===== src/rtl/fpga_mip_pkg.sv =====
// Shared definitions for the binary-image packing path.
// Holds the default frame geometry, derived frame sizes and the packer FSM encoding.
// Frame-size helpers let each instance derive its own sizes from its parameters.
package fpga_mip_pkg;

  localparam int H_ACTIVE_DEF = 640;
  localparam int V_ACTIVE_DEF = 480;
  localparam int FRAME_PIXELS = H_ACTIVE_DEF * V_ACTIVE_DEF;
  localparam int FRAME_WORDS  = FRAME_PIXELS / 8;

  typedef enum logic {
    ST_IDLE = 1'b0,
    ST_PACK = 1'b1
  } pack_state_t;

  function automatic int frame_pixels(input int h, input int v);
    return h * v;
  endfunction

  function automatic int frame_words(input int h, input int v);
    return (h * v) / 8;
  endfunction

endpackage


===== src/rtl/pix_shift8.sv =====
// Purpose: MSB-first serial-to-parallel shifter for binary pixels.
// Latency: next_byte is combinational; it covers the 7 stored pixels plus din.
// Backpressure: none; the register shifts only when shift_en is high.
// Ports: clk/rst, shift_en (accept din), din (pixel), next_byte (byte that din completes).
module pix_shift8 (
  input  logic       clk,
  input  logic       rst,
  input  logic       shift_en,
  input  logic       din,
  output logic [7:0] next_byte
);

  // Only seven bits are stored. The eighth pixel of a group is merged in
  // combinationally, so the byte is ready on the same edge that accepts it.
  logic [6:0] sr;

  assign next_byte = {sr, din};

  always_ff @(posedge clk or posedge rst) begin
    if (rst) begin
      sr <= '0;
    end else if (shift_en) begin
      sr <= {sr[5:0], din};
    end
  end

endmodule


===== src/rtl/bin_frame_packer.sv =====
// Purpose: packs a binary pixel stream into 8-pixel words (MSB first) for the image RAM.
// Latency: a word is written 1 cycle after the pixel that completes it; frame_done pulses with the final write.
// Backpressure: none. pix_valid low holds all state; stray pixels between frames set the sticky err_overrun.
// Ports: pix_valid/pix_sof/pix_data in, err_clr in; wr_addr/wr_data/wren out; busy/frame_done/err_short/err_overrun out.
module bin_frame_packer
  import fpga_mip_pkg::*;
#(
  parameter int H_ACTIVE = H_ACTIVE_DEF,
  parameter int V_ACTIVE = V_ACTIVE_DEF,
  parameter int ADDR_W   = 16
) (
  input  logic              clk,
  input  logic              rst,
  input  logic              pix_valid,
  input  logic              pix_sof,
  input  logic              pix_data,
  input  logic              err_clr,
  output logic [ADDR_W-1:0] wr_addr,
  output logic [7:0]        wr_data,
  output logic              wren,
  output logic              busy,
  output logic              frame_done,
  output logic              err_short,
  output logic              err_overrun
);

  localparam int FRM_PIX = frame_pixels(H_ACTIVE, V_ACTIVE);
  localparam int CNT_W   = $clog2(FRM_PIX + 1);
  localparam logic [CNT_W-1:0] LAST_CNT = CNT_W'(FRM_PIX - 1);

  pack_state_t      state_q, state_d;
  logic [CNT_W-1:0] pix_cnt;     // pixels accepted so far in the current frame
  logic             frame_seen;  // a frame has completed since reset
  logic             accept_sof, accept_pix, stray_pix;
  logic             word_full, last_pix, shift_en;
  logic [7:0]       next_byte;

  always_comb begin
    state_d    = state_q;
    accept_sof = 1'b0;
    accept_pix = 1'b0;
    stray_pix  = 1'b0;
    case (state_q)
      ST_IDLE: begin
        if (pix_valid) begin
          if (pix_sof) begin
            accept_sof = 1'b1;
            state_d    = ST_PACK;
          end else begin
            stray_pix = 1'b1;
          end
        end
      end
      ST_PACK: begin
        if (pix_valid) begin
          if (pix_sof) begin
            // A restart keeps the FSM in PACK; the partial word is simply never written.
            accept_sof = 1'b1;
          end else begin
            accept_pix = 1'b1;
            if (pix_cnt == LAST_CNT) state_d = ST_IDLE;
          end
        end
      end
      default: state_d = ST_IDLE;
    endcase
  end

  // pix_cnt counts pixels before the current one, so its low 3 bits are the
  // position within the group and pix_cnt>>3 is the index of the word being filled.
  assign word_full = accept_pix && (pix_cnt[2:0] == 3'd7);
  assign last_pix  = accept_pix && (pix_cnt == LAST_CNT);
  assign shift_en  = accept_sof | accept_pix;
  assign busy      = (state_q == ST_PACK);

  pix_shift8 u_shift (
    .clk      (clk),
    .rst      (rst),
    .shift_en (shift_en),
    .din      (pix_data),
    .next_byte(next_byte)
  );

  always_ff @(posedge clk or posedge rst) begin
    if (rst) begin
      state_q     <= ST_IDLE;
      pix_cnt     <= '0;
      frame_seen  <= 1'b0;
      wr_addr     <= '0;
      wr_data     <= '0;
      wren        <= 1'b0;
      frame_done  <= 1'b0;
      err_short   <= 1'b0;
      err_overrun <= 1'b0;
    end else begin
      state_q    <= state_d;
      wren       <= word_full;
      frame_done <= last_pix;
      err_short  <= accept_sof && (state_q == ST_PACK);

      if (accept_sof) begin
        pix_cnt <= CNT_W'(1);
      end else if (accept_pix) begin
        pix_cnt <= last_pix ? '0 : pix_cnt + 1'b1;
      end

      if (word_full) begin
        wr_data <= next_byte;
        wr_addr <= ADDR_W'(pix_cnt >> 3);
      end

      if (last_pix) frame_seen <= 1'b1;

      // Setting wins over clearing when both happen in the same cycle.
      if (stray_pix && frame_seen) begin
        err_overrun <= 1'b1;
      end else if (err_clr) begin
        err_overrun <= 1'b0;
      end
    end
  end

endmodule


===== config.mk =====
export PLATFORM = sky130hd
export DESIGN_NAME = bin_frame_packer
export DESIGN_NICKNAME = d
export VERILOG_FILES = /design/src/rtl/fpga_mip_pkg.sv /design/src/rtl/pix_shift8.sv /design/src/rtl/bin_frame_packer.sv
export SDC_FILE = /design/constraint.sdc
export NUM_CORES = 1
export LEC_CHECK = 0
export CAP_MARGIN = 20
export CELL_PAD_IN_SITES_DETAIL_PLACEMENT = 1
export CELL_PAD_IN_SITES_GLOBAL_PLACEMENT = 1
export CORE_MARGIN = 1
export CORE_UTILIZATION = 43
export DETAILED_ROUTE_END_ITERATION = 12
export HOLD_SLACK_MARGIN = 0.05
export PLACE_DENSITY_LB_ADDON = 0.12
export SLEW_MARGIN = 20
export SYNTH_ARGS = -nofsm -noshare
export SYNTH_HDL_FRONTEND = slang
export SYNTH_SLANG_ARGS = --single-unit

===== constraint.sdc =====
create_clock -name clk -period 2.4 [get_ports clk]
set_input_delay 0.24 -clock clk [delete_from_list [all_inputs] [get_ports clk]]
set_output_delay 0.24 -clock clk [all_outputs]
set_load 0.005 [all_outputs]

== After elaboration in Yosys (flattened, before gate mapping) ==
Index checks and enable logic that the tools add are counted.
Cells by class
  add/sub/neg operators: 1
  equality and inequality tests: 2
  mux-type cells: 15
  bitwise operators: 2
  reductions and logical operators: 6
Operator list (number)
  two-way mux 19 bit: 3
  adder 19 x 1 -> 19 bit, second input constant: 1
  == test 19 bit, second input constant: 1
  two-way mux 1 bit: 11
  logical AND 1 bit: 4
  nonzero test 2 bit: 2
  == test 3 bit, second input constant: 1
  case mux 1 bit (2 select lines): 1
  NOT 1 bit: 1
  OR 1 bit: 1
Word-level totals
  bits in registers: 56
  bits of input ports: 6
  output and inout port bits: 29
  logic and storage cells: 36

== Longest topological paths before layout ==
  depth after elaboration: 7
  gate-level depth with buffers: 7
  depth with buffers taken out: 6

== By module ==
From an unflattened synthesis, not the netlist that was laid out.
Unflattened totals
  cell total of the unflattened synthesis: 211
  area total of the unflattened synthesis: 2513.7 um^2
Modules (own cells, without submodules)
  bin_frame_packer: instances 1, cells each 194, area an instance 2210.9 um^2, seq. area each 1226.2 um^2
  pix_shift8: instances 1, cells each 17, area an instance 302.8 um^2, seq. area each 175.2 um^2

== Worst setup path after synthesis ==
Ideal clock, no wire load.
  path type: reg-to-reg
  start: register pix_cnt[0]
  end: register pix_cnt[18]
  setup time: 0.121 ns
  data arrival time: 1.582 ns
  data required time: 2.279 ns
  setup slack: 0.697 ns
  cell stages (with the launch flop): 7
  buffers on the path: 0
  clock period less this slack: 1.703 ns
  cells stage by stage: dfrtp_1 > ha_1 > nand3_4 > nor3_4 > nand3_2 > a21o_1 > a22o_1
Between the ends
  longest elaborated chain between the ends: 5
  elaborated cells between the ends (all ways): 6
  classes of those cells: add/sub: 1; eq/ne: 1; mux: 3; reduce/logical: 1
RTL lines
  start: declaration: RTL line bin_frame_packer.sv:32  | logic [CNT_W-1:0] pix_cnt;
  start signal: assignment: RTL line bin_frame_packer.sv:104  | pix_cnt <= last_pix ? '0 : pix_cnt + 1'b1;
  parallel branches: the longest is 2 deep, another holds adder 19 x 1 -> 19 bit
  two-way mux 19 bit *: RTL line bin_frame_packer.sv:104
  two-way mux 19 bit *: RTL line bin_frame_packer.sv:103  | end else if (accept_pix) begin
  two-way mux 19 bit *: RTL line bin_frame_packer.sv:101  | if (accept_sof) begin
Mark *: on every way between the ends. The select of a mux whose other input is x is not followed.
A chain may end at the register's enable or synchronous reset.

== Final worst setup path ==
Same ends and word-level chain as after synthesis.

==> results by group <==
Placement
  • Gpl congestion: approximately 0.76
  • Port buffer count: 34
  • Placed cell count: 307
  • Hpwl dp: 3.706 mm

Clock network
  • CTS Buf Count: 5
  • CTS Hold Buffers Added: 0
  • CTS root buf: clkbuf_8
  • Post-CTS sizing: 0
  • Maximum clock path buffer count: 2
  • Setup bufs post-CTS: 0
  • CTS tree: built
  • Worst skew pair latency: 0.31 ns
  • Clock sink count: 56
  • H-tree Lvls: 2
  • CTS clk-pin slew, worst paths: about 0.10 ns

Setup path
  • R2R Path End: pix_cnt[18]$_DFFE_PP0P_
  • Worst Setup SP: pix_cnt[0]$_DFFE_PP0P_
  • CP top delay family: compound AO/OA/AOI/OAI gates
  • Worst Path Max Fanout: 17
  • Critical Path Sink: pix_cnt[18]$_DFFE_PP0P_
  • Slowest stage cell, crit path: nor3_4
  • R2R cell count: 6
  • CP Buf/Inv Count: 0
  • Crit Path Class: reg2reg
  • Arrival time at the worst endpoint: 2.21 ns
  • Worst path required time: around 2.6 ns
  • Crit path depth: 6
  • Worst Setup Start Kind: register
  • Crit-path cells: ha_1, nand3_4, nor3_4, a21oi_4, a21o_1, a22o_1
  • R2R Setup Slk: 0.40 ns
  • Max incr delay on CP: about 0.47 ns
  • Reg2reg start: pix_cnt[0]$_DFFE_PP0P_
  • Crit path capture type: register

Synth
  • Xor/xnor cell area share of the yosys netlist: 0.01073
  • Synth Area in Simple Gates: 0.1410
  • Largest family of logic cells by synthesized area: multiplexers
  • Synth Flop Type: dfrtp_1
  • Unique masters post-synth: 44
  • Compound-gate portion of the synthesized area: 0.09351
  • Register bit total from synthesis: 56
  • Register area share after synthesis: 0.5723
  • Synthesis warning total: 0
  • Ys async rst share: 1.000
  • Number of synthesized flops with an enable pin: 0
  • Mapped Cells: 204
  • Avg Synthesized Cell Area: approximately 12 µm²
  • Syn_nets: approximately 210
  • Syn Std Cell Area: 2449 µm²
  • Post-Synth Adder-Cell Area: 0.01022
  • Mux cell area share after synthesis: 0.1451

Route
  • Via count: 1,730
  • Met1 WL: between 2 and 2.5 mm
  • Vias per cell: 5.492
  • Drt total wl: 5.201 mm
  • Residual DRC: 0
  • Antenna viol nets, final: 0
  • Drt first pass iters: 4
  • Top Metal Used: met4
  • Met3 wire len: 117 µm
  • WL per Instance: 16.51 µm
  • Met2 WL: 2.671 mm
  • Iter 0 DRT Violations: 40

Timing
  • Min Tclk post-route: about 2 ns
  • # setup viols final: 0
  • Final slew viol count: 0
  • Setup tns final: 0 ns
  • Hold Fails Final Rpt: 0
  • Max-Slew Margin vs Limit: 0.5317
  • WHS: 0.4332 ns
  • Final worst path period share: 0.8326
  • Measured slew at the worst slew-check pin: 0.7024 ns
  • RSZ-0062 raised after global routing: false
  • Worst Skew: 0.006357 ns
  • Fmax: approximately 0.5 GHz

Floorplan
  • Core area: 5507 µm²
  • Die area: ~6000 µm²
  • Standard-cell rows: 27
  • Initial Util: 0.4447
  • DIE HEIGHT: 77.46 µm
  • Ports: 35
  • Die X-Extent: 77.46 µm

Finish
  • Area grow syn2layout: 20.90%
  • Share of cells above drive strength 1: 0.1852
  • Nets@finish: 250
  • Fillers: about 570
  • Fin cells: 315
  • Ant. Diodes: 0

Power
  • PD cells: 622.6 nW/µm²
  • Maximum VDD drop: about 0.0004 V
  • Lkg Pwr: 1.313 nW

Run
  • Number of max-cap violations: 0

GRT
  • Grt total ovfl: 0
  • Number of global-route vias before repair: between 1,500 and 2,000
  • Maximum number of pins on one net before global-route repair: 57
  • Antenna violations before repair: 0
  • Tot GR Track Use: 0.1928
  • First-pass GRT wire length: 9.018 mm

Min path
  • Min-delay worst type: in2async

Run status
  • Outcome: finished, final reports clean
[metrics by stage]
stage	area [µm²]	util	setup WS, ns	power, mW
6_report	2960	0.5376	0.4017	1.843
5_1_grt	2960	0.5376	0.2482	1.939
4_1_cts	2960	0.5376	0.4008	1.872
3_5_place_dp	2869	0.5210	0.3745	1.345
3_3_place_gp	2869	0.5210	0.4407	1.321
2_1_floorplan	2449	-	0.6973	1.206
[cells in the final DEF (no fill, tap or decap), types with 5 or more instances in the layout]
cell type and instances:
a21oi_1 9, clkbuf_8 5, clkdlybuf4s50_1 34, dfrtp_1 56, inv_1 6, mux2_1 5, mux2_2 23, nand2_1 18
nand3_1 10, nor2_1 9, o21ai_0 11, o21ai_1 5
[power by group]
part	total, mW	leakage [nW]	switching (mW)	internal (mW)
combinational	0.242	0.511	0.0989	0.143
sequential	1.08	0.753	0.0538	1.02
clock	0.524	0.0485	0.314	0.210
total	1.84	1.31	0.467	1.38
[cells by family (layout without fill, tap and decap cells)]
logic type | count (synthesis) | after routing
simple gates | 60 | 60
flops | 56 | 56
compound gates | 37 | 37
mux | 32 | 32
buf+inv | 14 | 53
xor+xnor | 3 | 3
fa+ha+maj | 2 | 2
[how the worst min path moves through the flow]
stage | to | slack [ns] | cells after the start
floorplan | pix_cnt[4]$_DFFE_PP0P_ | 0.32 | 1
global placement | frame_seen$_DFFE_PP0P_ | 0.45 | 1
detailed placement | frame_seen$_DFFE_PP0P_ | 0.48 | 1
CTS | wr_addr[12]$_DFFE_PP0P_ | 0.47 | 3
global route | wr_addr[12]$_DFFE_PP0P_ | 0.49 | 3
finish | wr_addr[12]$_DFFE_PP0P_ | 0.43 | 3
[state kept, by name, indices dropped and copies added, names as in the netlist]
register     cells
busy             1
wr_data          8
err_overrun      1
wr_addr         16
frame_seen       1
frame_done       1
pix_cnt         19
wren             1
u_shift.sr       7
err_short        1
[worst register-to-register path, stage by stage (launching register included)]
cell and delay, ns:
dfrtp_1 0.40, ha_1 0.25, nand3_4 0.13, nor3_4 0.47
a21oi_4 0.22, a21o_1 0.21, a22o_1 0.22
[layer usage]
metal	vias up	GRT usage
li1	800	-
met1	898	0.2460
met2	23	0.3310
met3	9	0.04000
met4	0	0.05283
met5	-	0
[cells in the mapped netlist, types with 2 or more instances]
cell      number  area share
nand4_1        3      0.0077
inv_1          7       0.011
nand3_1       10       0.020
o21ai_1        5       0.010
a211oi_1       2      0.0061
nor2_1         9       0.014
ha_1           2       0.010
mux2i_1        4       0.016
mux2_1         5       0.023
a21oi_1        9       0.018
nand2_1       18       0.028
nand3_2        2      0.0082
mux2_2        23        0.11
and3_1         3      0.0077
dfrtp_1       56        0.57
o21ai_0       11       0.022
a22o_1         3       0.011
xnor2_1        2      0.0072
buf_2          5       0.010
[cell type report]
class / instances / area [µm²] / area share
repair buffers: 38 / 370.4 / 0.1251
flip-flops and latches: 56 / 1401 / 0.4734
clock inverters: 3 / 22.52 / 0.007608
clock buffers: 5 / 68.82 / 0.02325
inverters: 7 / 26.28 / 0.008876
well taps: 72 / 90.09 / 0.03043
multi-input cells: 134 / 980.9 / 0.3314
Power figures use the tool's default switching activity.
